--- src/rtl/lock_seq_pkg.sv ---
// Shared types for the lock sequencer: FSM states and error codes.
package lock_seq_pkg;

  typedef enum logic [2:0] {
    StIdle,
    StWrite,
    StVerify,
    StLock,
    StDone,
    StError
  } lock_state_e;

  typedef logic [1:0] err_code_t;

  localparam err_code_t ERR_NONE       = 2'd0;
  localparam err_code_t ERR_BAD_ADDR   = 2'd1;
  localparam err_code_t ERR_MISMATCH   = 2'd2;
  localparam err_code_t ERR_INCOMPLETE = 2'd3;

endpackage

--- src/rtl/lock_seq_rb_mux.sv ---
// Readback slice select and compare against the value just written.
module lock_seq_rb_mux #(
  parameter int unsigned NUM_REGS = 4,
  parameter int unsigned DATA_W   = 8,
  parameter int unsigned ADDR_W   = 4
) (
  input  logic [NUM_REGS*DATA_W-1:0] reg_rdata,
  input  logic [ADDR_W-1:0]          addr,
  input  logic [DATA_W-1:0]          expected,
  output logic                       match
);

  logic [DATA_W-1:0] rdata_sel;

  always_comb begin
    rdata_sel = '0;
    for (int unsigned i = 0; i < NUM_REGS; i++) begin
      if (32'(addr) == i) rdata_sel = reg_rdata[i*DATA_W +: DATA_W];
    end
    match = (rdata_sel == expected);
  end

endmodule

--- src/rtl/lock_sequencer.sv ---
// Programs, verifies and then locks a bank of config registers.
// Define LOCK_SEQ_LOCK_ON_ERROR_EN to also lock the bank when the sequence aborts.
module lock_sequencer
  import lock_seq_pkg::*;
#(
  parameter int unsigned NUM_REGS = 4,
  parameter int unsigned DATA_W   = 8,
  parameter int unsigned ADDR_W   = 4
) (
  input  logic                       clk,
  input  logic                       rst_n,
  input  logic                       cmd_valid,
  output logic                       cmd_ready,
  input  logic [ADDR_W-1:0]          cmd_addr,
  input  logic [DATA_W-1:0]          cmd_data,
  input  logic                       cmd_last,
  output logic [DATA_W-1:0]          reg_data,
  output logic [NUM_REGS-1:0]        reg_wr_en,
  output logic                       reg_lock_en,
  input  logic [NUM_REGS*DATA_W-1:0] reg_rdata,
  output logic                       busy,
  output logic                       done,
  output logic                       error,
  output logic [1:0]                 err_code,
  output logic [ADDR_W-1:0]          err_addr
);

  lock_state_e         state_q, state_d;
  logic [ADDR_W-1:0]   addr_q, addr_d;
  logic [DATA_W-1:0]   data_q, data_d;
  logic                last_q, last_d;
  logic [NUM_REGS-1:0] mask_q, mask_d;
  logic [NUM_REGS-1:0] wr_en_q, wr_en_d;
  logic                lock_q, lock_d;
  err_code_t           err_code_q, err_code_d;
  logic [ADDR_W-1:0]   err_addr_q, err_addr_d;
  logic                match;

  lock_seq_rb_mux #(
    .NUM_REGS(NUM_REGS),
    .DATA_W  (DATA_W),
    .ADDR_W  (ADDR_W)
  ) u_rb_mux (
    .reg_rdata(reg_rdata),
    .addr     (addr_q),
    .expected (data_q),
    .match    (match)
  );

  always_ff @(posedge clk or negedge rst_n) begin
    if (!rst_n) begin
      state_q    <= StIdle;
      addr_q     <= '0;
      data_q     <= '0;
      last_q     <= 1'b0;
      mask_q     <= '0;
      wr_en_q    <= '0;
      lock_q     <= 1'b0;
      err_code_q <= ERR_NONE;
      err_addr_q <= '0;
    end else begin
      state_q    <= state_d;
      addr_q     <= addr_d;
      data_q     <= data_d;
      last_q     <= last_d;
      mask_q     <= mask_d;
      wr_en_q    <= wr_en_d;
      lock_q     <= lock_d;
      err_code_q <= err_code_d;
      err_addr_q <= err_addr_d;
    end
  end

  always_comb begin
    state_d    = state_q;
    addr_d     = addr_q;
    data_d     = data_q;
    last_d     = last_q;
    mask_d     = mask_q;
    err_code_d = err_code_q;
    err_addr_d = err_addr_q;
    unique case (state_q)
      StIdle: begin
        if (cmd_valid) begin
          addr_d = cmd_addr;
          last_d = cmd_last;
          if (32'(cmd_addr) >= NUM_REGS) begin
            state_d    = StError;
            err_code_d = ERR_BAD_ADDR;
            err_addr_d = cmd_addr;
          end else begin
            state_d = StWrite;
            data_d  = cmd_data;
          end
        end
      end
      StWrite: state_d = StVerify;
      StVerify: begin
        if (!match) begin
          state_d    = StError;
          err_code_d = ERR_MISMATCH;
          err_addr_d = addr_q;
        end else begin
          mask_d = mask_q | (NUM_REGS'(1) << addr_q);
          if (!last_q) begin
            state_d = StIdle;
          end else if (&mask_d) begin
            state_d = StLock;
          end else begin
            state_d    = StError;
            err_code_d = ERR_INCOMPLETE;
            err_addr_d = '0;
          end
        end
      end
      StLock:  state_d = StDone;
      StDone:  state_d = StDone;
      StError: state_d = StError;
      default: state_d = StIdle;
    endcase

    // Strobes are computed from the next state so they come straight off flops.
    wr_en_d = (state_d == StWrite) ? (NUM_REGS'(1) << addr_d) : '0;
    lock_d  = (state_d == StLock);
`ifdef LOCK_SEQ_LOCK_ON_ERROR_EN
    lock_d  = lock_d | ((state_d == StError) && (state_q != StError));
`endif
  end

  always_comb begin
    cmd_ready   = (state_q == StIdle);
    busy        = (state_q == StWrite) || (state_q == StVerify) || (state_q == StLock);
    done        = (state_q == StDone);
    error       = (state_q == StError);
    reg_data    = data_q;
    reg_wr_en   = wr_en_q;
    reg_lock_en = lock_q;
    err_code    = err_code_q;
    err_addr    = err_addr_q;
  end

endmodule

--- config.mk ---
export PLATFORM = sky130hd
export DESIGN_NAME = lock_sequencer
export DESIGN_NICKNAME = d
export VERILOG_FILES = /design/src/rtl/lock_seq_pkg.sv /design/src/rtl/lock_seq_rb_mux.sv /design/src/rtl/lock_sequencer.sv
export SDC_FILE = /design/constraint.sdc
export NUM_CORES = 1
export LEC_CHECK = 0
export ABC_AREA = 1
export CAP_MARGIN = 25
export CORE_MARGIN = 10
export CORE_UTILIZATION = 30
export CTS_BUF_LIST = sky130_fd_sc_hd__clkbuf_16
export DETAILED_ROUTE_END_ITERATION = 10
export GPL_ROUTABILITY_DRIVEN = 0
export PLACE_DENSITY = 0.58
export SYNTH_ARGS = -nofsm -noshare
export SYNTH_HDL_FRONTEND = slang
export SYNTH_HIERARCHICAL = 1
export SYNTH_SLANG_ARGS = --single-unit
--- constraint.sdc ---
create_clock -name clk -period 2.55 [get_ports clk]
set_input_delay 0.51 -clock clk [delete_from_list [all_inputs] [get_ports clk]]
set_output_delay 0.51 -clock clk [all_outputs]
set_load 0.01 [all_outputs]
==> results.cfg, run 1 <==
[yosys]
yosysUniqueCellTypes = 25
ys_seq_elements = 31
async_flop_share = 1.00
synth_edf_count = 0
synth_top_area_frac = 0.399
synth.top_cells.by_count = 68 x nand2_1, 43 x nand3_1, 31 x dfrtp_1
seq_area_frac_synth = 0.399
yosys.area.top_type = dfrtp_1
synth_warnings = 6
synth_area_sq_mm = 0.00195
synthCells = 264
synth-main-ff-cell = dfrtp_1
synth_nets = 312
yosysMostFrequentCell = nand2_1
syn_area_per_cell_sq_um = 7.37
synth.top_cells.by_area = dfrtp_1 40%, nand2_1 13%, nand3_1 11%

[timing]
worst_pin_slew_ns = 0.383
hold_viol = 0
finalSetupViolCount = 0
slew_viol_final = 0
max_slew_margin = 0.743
setup_ws_ns = 0.233
finalCritPeriodShare = 0.908
finalCriticalPeriod_ns = 2.32
fin_skew_ns = 0.00242
fmax_mhz = 432

[grt]
grt_pass1_vias = 1984
grt_usage = 0.121
grt_pass1_wl_mm = 9.96
grt_max_degree = 32
antenna_found_initial = 0
grt_overflow_total = 0

[clocking]
cts_made_buffers = 5
htree_levels = 2
path_clk_slew_ns = 0.05
clockRootBuffer = clkbuf_16
cts_tree = done
clock-sinks = 31
clk_path_buf_depth = 2
clock_latency_ns = 0.27

[route]
antenna_left = 0
drt_iter0_drc = 104
drc = 0
drt_wl_total_mm = 6.16
vias_per_cell = 4.76
wire_per_inst_um = 14.5
drtPass1Iterations = 4
vias = 2025

[placed_design]
pre_cts_ws_ns = -0.0146
post-dp-hpwl_mm = 4.59
io_buffers = 70
dpl_cell_area_sq_mm = 0.00276

[floorplanning]
row_count = 29
die_w_um = 101
die-area_sq_mm = 0.0101
num_io_pins = 71
core_area_sq_mm = 0.00631
start_util = 0.308
die_h_um = 101

[min_path]
min_path_type = reg -> reg
min_from = mask_q[3]

[setup_path]
path_class = reg -> reg
arrival_ns = 2.48
crit_fanout = 8
worst_ep_required_time_ns = 2.71
endpoint = err_code[1]
rr_worst_depth = 15
r2r_end = err_code[1]
r2r_setup_slack_ns = 0.23
startpoint_type = flop
end_kind = flop
r2r-start = addr_q[2]
crit_start = addr_q[2]

[cells_and_area]
final_nets = 395
drive_gt1_frac = 0.152
syn_to_final_growth_pct = 56.4
fin_area_sq_mm = 0.00304
final.fill_count = 620
n_antenna_cell = 0

[power]
ir_worst_vdd_uv = 530
p_leak_nw = 1.40
powerDensity_mw_per_mm2 = 1110

[job]
maxCapViolations = 0

[outcome]
status = finished clean
[cells by family after synthesis]
| kind of cell | synth area share |
|---|---|
| AND/OR/NAND/NOR | 0.399 |
| buffers and inverters | 0.0887 |
| flip-flops | 0.399 |
| AO/OA/AOI/OAI | 0.0611 |
| multiplexers | 0.0521 |
[per-layer routing]
metal / global-route usage / part of all wire / vias to the layer above
met4: 0.0424 / 0.018 / 0
li1: - / - / 1020
met2: 0.169 / 0.41 / 75
met3: 0.0501 / 0.10 / 7
met1: 0.162 / 0.47 / 923
met5: 0 / 0 / -
[metrics by stage]
step           std cells  hold WS, ns  utilization  total power [mW]   TNS, ns
5_1_grt              425        0.496        0.482              3.68    -0.124
2_1_floorplan        264        0.214            -              1.90         0
6_report             425        0.458        0.482              3.37         0
3_5_place_dp         412        0.452        0.438              2.58   -0.0627
3_3_place_gp         412        0.438        0.438              2.57  -0.00119
4_1_cts              420        0.465        0.459              3.16         0
[critical path, cell delays in order, from the launching register on]
cell,delay (ns)
dfrtp_2,0.45
nor2_4,0.14
buf_12,0.13
buf_12,0.11
nand2_2,0.05
or2_1,0.24
nand3b_1,0.09
nand2_1,0.06
nor2_1,0.08
nand2_1,0.09
nor2_4,0.14
inv_1,0.08
o21ai_2,0.21
o21ai_4,0.13
nand3_1,0.13
nand2_1,0.06
[cells in the final DEF (no fill, tap or decap), types with 3 or more instances in the layout]
cell	synthesis	routed
clkdlybuf4s50_1	0	70
nand2_1	68	67
nand3_1	43	43
inv_1	29	31
dfrtp_1	31	27
nor2_1	23	22
nand3b_1	14	14
o21ai_0	12	11
mux2_2	8	8
clkbuf_16	0	7
buf_4	0	7
nor2_4	2	6
inv_2	5	5
dfrtp_2	0	4
nand2_2	3	3
o21ai_2	3	3
o21ai_1	3	3
[flip-flops by register name, summed over array words and instances, names as in the netlist]
signal / cells
reg_data: 8
addr_q: 4
err_addr: 4
mask_q: 4
reg_wr_en: 4
state_q: 3
err_code: 2
last_q: 1
reg_lock_en: 1
[worst min-delay path by stage]
stage / end / slack [ns] / depth (start not counted)
CTS: mask_q[2] / 0.47 / 2
detailed placement: mask_q[2] / 0.45 / 2
global placement: mask_q[2] / 0.44 / 2
floorplan: addr_q[0] / 0.21 / 0
global route: mask_q[2] / 0.50 / 2
finish: mask_q[3] / 0.46 / 2
[final cells by class]
type,count,area (sq um),area share
tap,77,96.3,0.0317
clock buffer,5,125,0.0411
inverter,34,128,0.0419
multi-input combinational,193,1050,0.344
clock inverter,3,12.5,0.00411
sequential,31,781,0.257
timing repair buffer,82,855,0.281
[power breakdown]
group          leakage [nW]  internal (mW)  switching [mW]
clock                0.0762          0.352           0.199
sequential            0.370          0.673           0.187
combinational         0.949          0.938            1.02
total                  1.40           1.96            1.41
[what timing repair did]
action | 4_1_cts | 5_1_grt
buffers inserted | 0 | 2
hold buffers | 0 | 0
resized for setup | 0 | 15
setup endpoints to repair | 0 | 10
Note: power is estimated with default switching activity, not from simulation.
==> run 2, diff against run 1 <==
--- a/config.mk
+++ b/config.mk
@@ -12,6 +12,7 @@
 export CTS_BUF_LIST = sky130_fd_sc_hd__clkbuf_16
 export DETAILED_ROUTE_END_ITERATION = 10
 export GPL_ROUTABILITY_DRIVEN = 0
+export HOLD_SLACK_MARGIN = 0.03
 export PLACE_DENSITY = 0.58
 export SYNTH_ARGS = -nofsm -noshare
 export SYNTH_HDL_FRONTEND = slang
==> results of run 2 <==
The final DEF is identical to that of run 1; final timing and power are the same.
==> run 3, diff against run 2 <==
==> constraint.sdc (replaced) <==
create_clock -name clk -period 2.4 [get_ports clk]
set_input_delay 0.48 -clock clk [delete_from_list [all_inputs] [get_ports clk]]
set_output_delay 0.48 -clock clk [all_outputs]
set_load 0.005 [all_outputs]
==> run 3 against run 2 <==
Via count up 0.49%. Die area is the same. Critical path type unchanged. Final area rose by 2.2%. Register-to-register slack lost 0.10 ns. Worst hold slack better by 0.0016 ns. Largest power group unchanged. Clock power increased by 29%. Sequential share of layout area down 0.55 points. Flip-flop and latch count unchanged. Highest routed layer unchanged. Largest cell class unchanged. Non-clock buffer count up 2.
==> results.cfg, run 3 (synthesis results as in run 1) <==
[setup_path]
cp_cell_sequence = nor2_4 > buf_12 > clkbuf_16 > nand3_1 > nand2_1 > inv_1 > nand3b_1 > nand2_1 > nor2_1 > nand2_1 > nor2_4 > inv_1 > o21ai_2 > o21ai_2 > nand3_1 > nand2_1
crit_fanout = 8
path_class = reg -> reg
arrival_ns = 2.43
r2r_setup_slack_ns = 0.13
cpMaxStageDelayCell = dfrtp_2
startpoint_type = flop
cpPeakStageDelay_ns = 0.41
cp_common_cell = nand2_1
worst_ep_required_time_ns = 2.56
end_kind = flop
rr_worst_depth = 16

[timing]
hold_slack_ns = 0.460
worst_pin_slew_ns = 0.548
fin_skew_ns = 0.00457
finalCritPeriodShare = 0.945
hold_viol = 0
finalCriticalPeriod_ns = 2.27
max_slew_margin = 0.633
fmax_mhz = 441
slew_viol_final = 0
finalSetupViolCount = 0

[cells_and_area]
syn_to_final_growth_pct = 59.8
multi_input_area_sq_mm = 0.00107
n_antenna_cell = 0
fin_area_sq_mm = 0.00311
stdcell_count = 428
final_nets = 398
seq_area_sq_um = 781
layout_common_cells = 70 x clkdlybuf4s50_1, 67 x nand2_1, 41 x nand3_1
final.fill_count = 638
post-route-util = 0.492
largest_reg_flops = 8
drive_gt1_frac = 0.171
layout_commonest_cell = clkdlybuf4s50_1

[clocking]
cts_tree = done
cts_made_buffers = 5
clock-sinks = 31
clk_path_buf_depth = 2
cts_hold_buf = 0
path_clk_slew_ns = 0.05
clockRootBuffer = clkbuf_16
clock_latency_ns = 0.28
htree_levels = 2

[min_path]
whs_path_depth = 2
min_path_type = reg -> reg

[grt]
grt_pass1_vias = 1917
grt_usage = 0.115
grt_max_degree = 32
antenna_found_initial = 0
grt_pass1_wl_mm = 9.43
grt_overflow_total = 0

[floorplanning]
die_h_um = 101
core_area_sq_mm = 0.00631
row_count = 29
num_io_pins = 71
die-area_sq_mm = 0.0101
die_w_um = 101
start_util = 0.308

[placed_design]
place_inst = 412
dpl_cell_area_sq_mm = 0.00276
io_buffers = 70
post-dp-hpwl_mm = 4.57

[power]
powerDensity_mw_per_mm2 = 1190
ir_worst_vdd_uv = 586
p_leak_nw = 1.43

[route]
wire_per_inst_um = 14.8
drc = 0
vias = 2035
antenna_left = 0
vias_per_cell = 4.75
drt_wl_total_mm = 6.36
drtPass1Iterations = 4
drt_iter0_drc = 105

[job]
maxCapViolations = 0

[outcome]
status = finished clean
[run 3: what timing repair did]
action | in CTS | in global routing
pin swaps | 0 | 2
gates resized for setup | 6 | 13
setup endpoints to repair | 7 | 9
setup buffers | 0 | 4
gates cloned | 0 | 4
[run 3: routing by layer]
layer  vias to the layer above  part of all wire  global-route usage
met4                         0            0.0090              0.0326
met5                         -                 0                   0
met3                         6             0.093              0.0501
li1                       1028                 -                   -
met2                        74              0.41               0.159
met1                       927              0.48               0.158
[run 3: area by class of cell]
class,instances,share of cell area
timing repair buffer,84,0.280
inverter,34,0.0410
tap,77,0.0310
clock buffer,5,0.0402
clock inverter,3,0.0125
sequential,31,0.251
multi-input combinational,194,0.344
[run 3: path summary, 6_finish.rpt]
kind	startpoint	to
min	mask_q[3]	mask_q[3]
max reg2reg	addr_q[2]	state_q[2]
min reg2reg	mask_q[3]	mask_q[3]
min in group asynchronous	rst_n	addr_q[3]
max	addr_q[2]	state_q[2]
max in group asynchronous	rst_n	addr_q[1]
[run 3: critical path: cells and delay by family, from the launching register on]
| family | cells | cell delay, ns |
|---|---|---|
| buf+inv | 4 | 0.42 |
| simple gates | 10 | 1.00 |
| compound gates | 2 | 0.30 |
| flops | 1 | 0.41 |
[run 3: power by group]
group          internal (mW)  switching [mW]
Clock                  0.483           0.228
Combinational           1.03            1.05
Sequential             0.715           0.184
[run 3: metrics by stage]
| step | TNS [ns] | setup slack [ns] | power (mW) |
|---|---|---|---|
| CTS | 0 | 0.0608 | 3.43 |
| floorplan | 0 | 0.309 | 1.96 |
| global route | -0.0803 | -0.0204 | 3.98 |
| detailed placement | -0.924 | -0.132 | 2.66 |
| global placement | -0.630 | -0.0941 | 2.65 |
| finish | 0 | 0.132 | 3.69 |
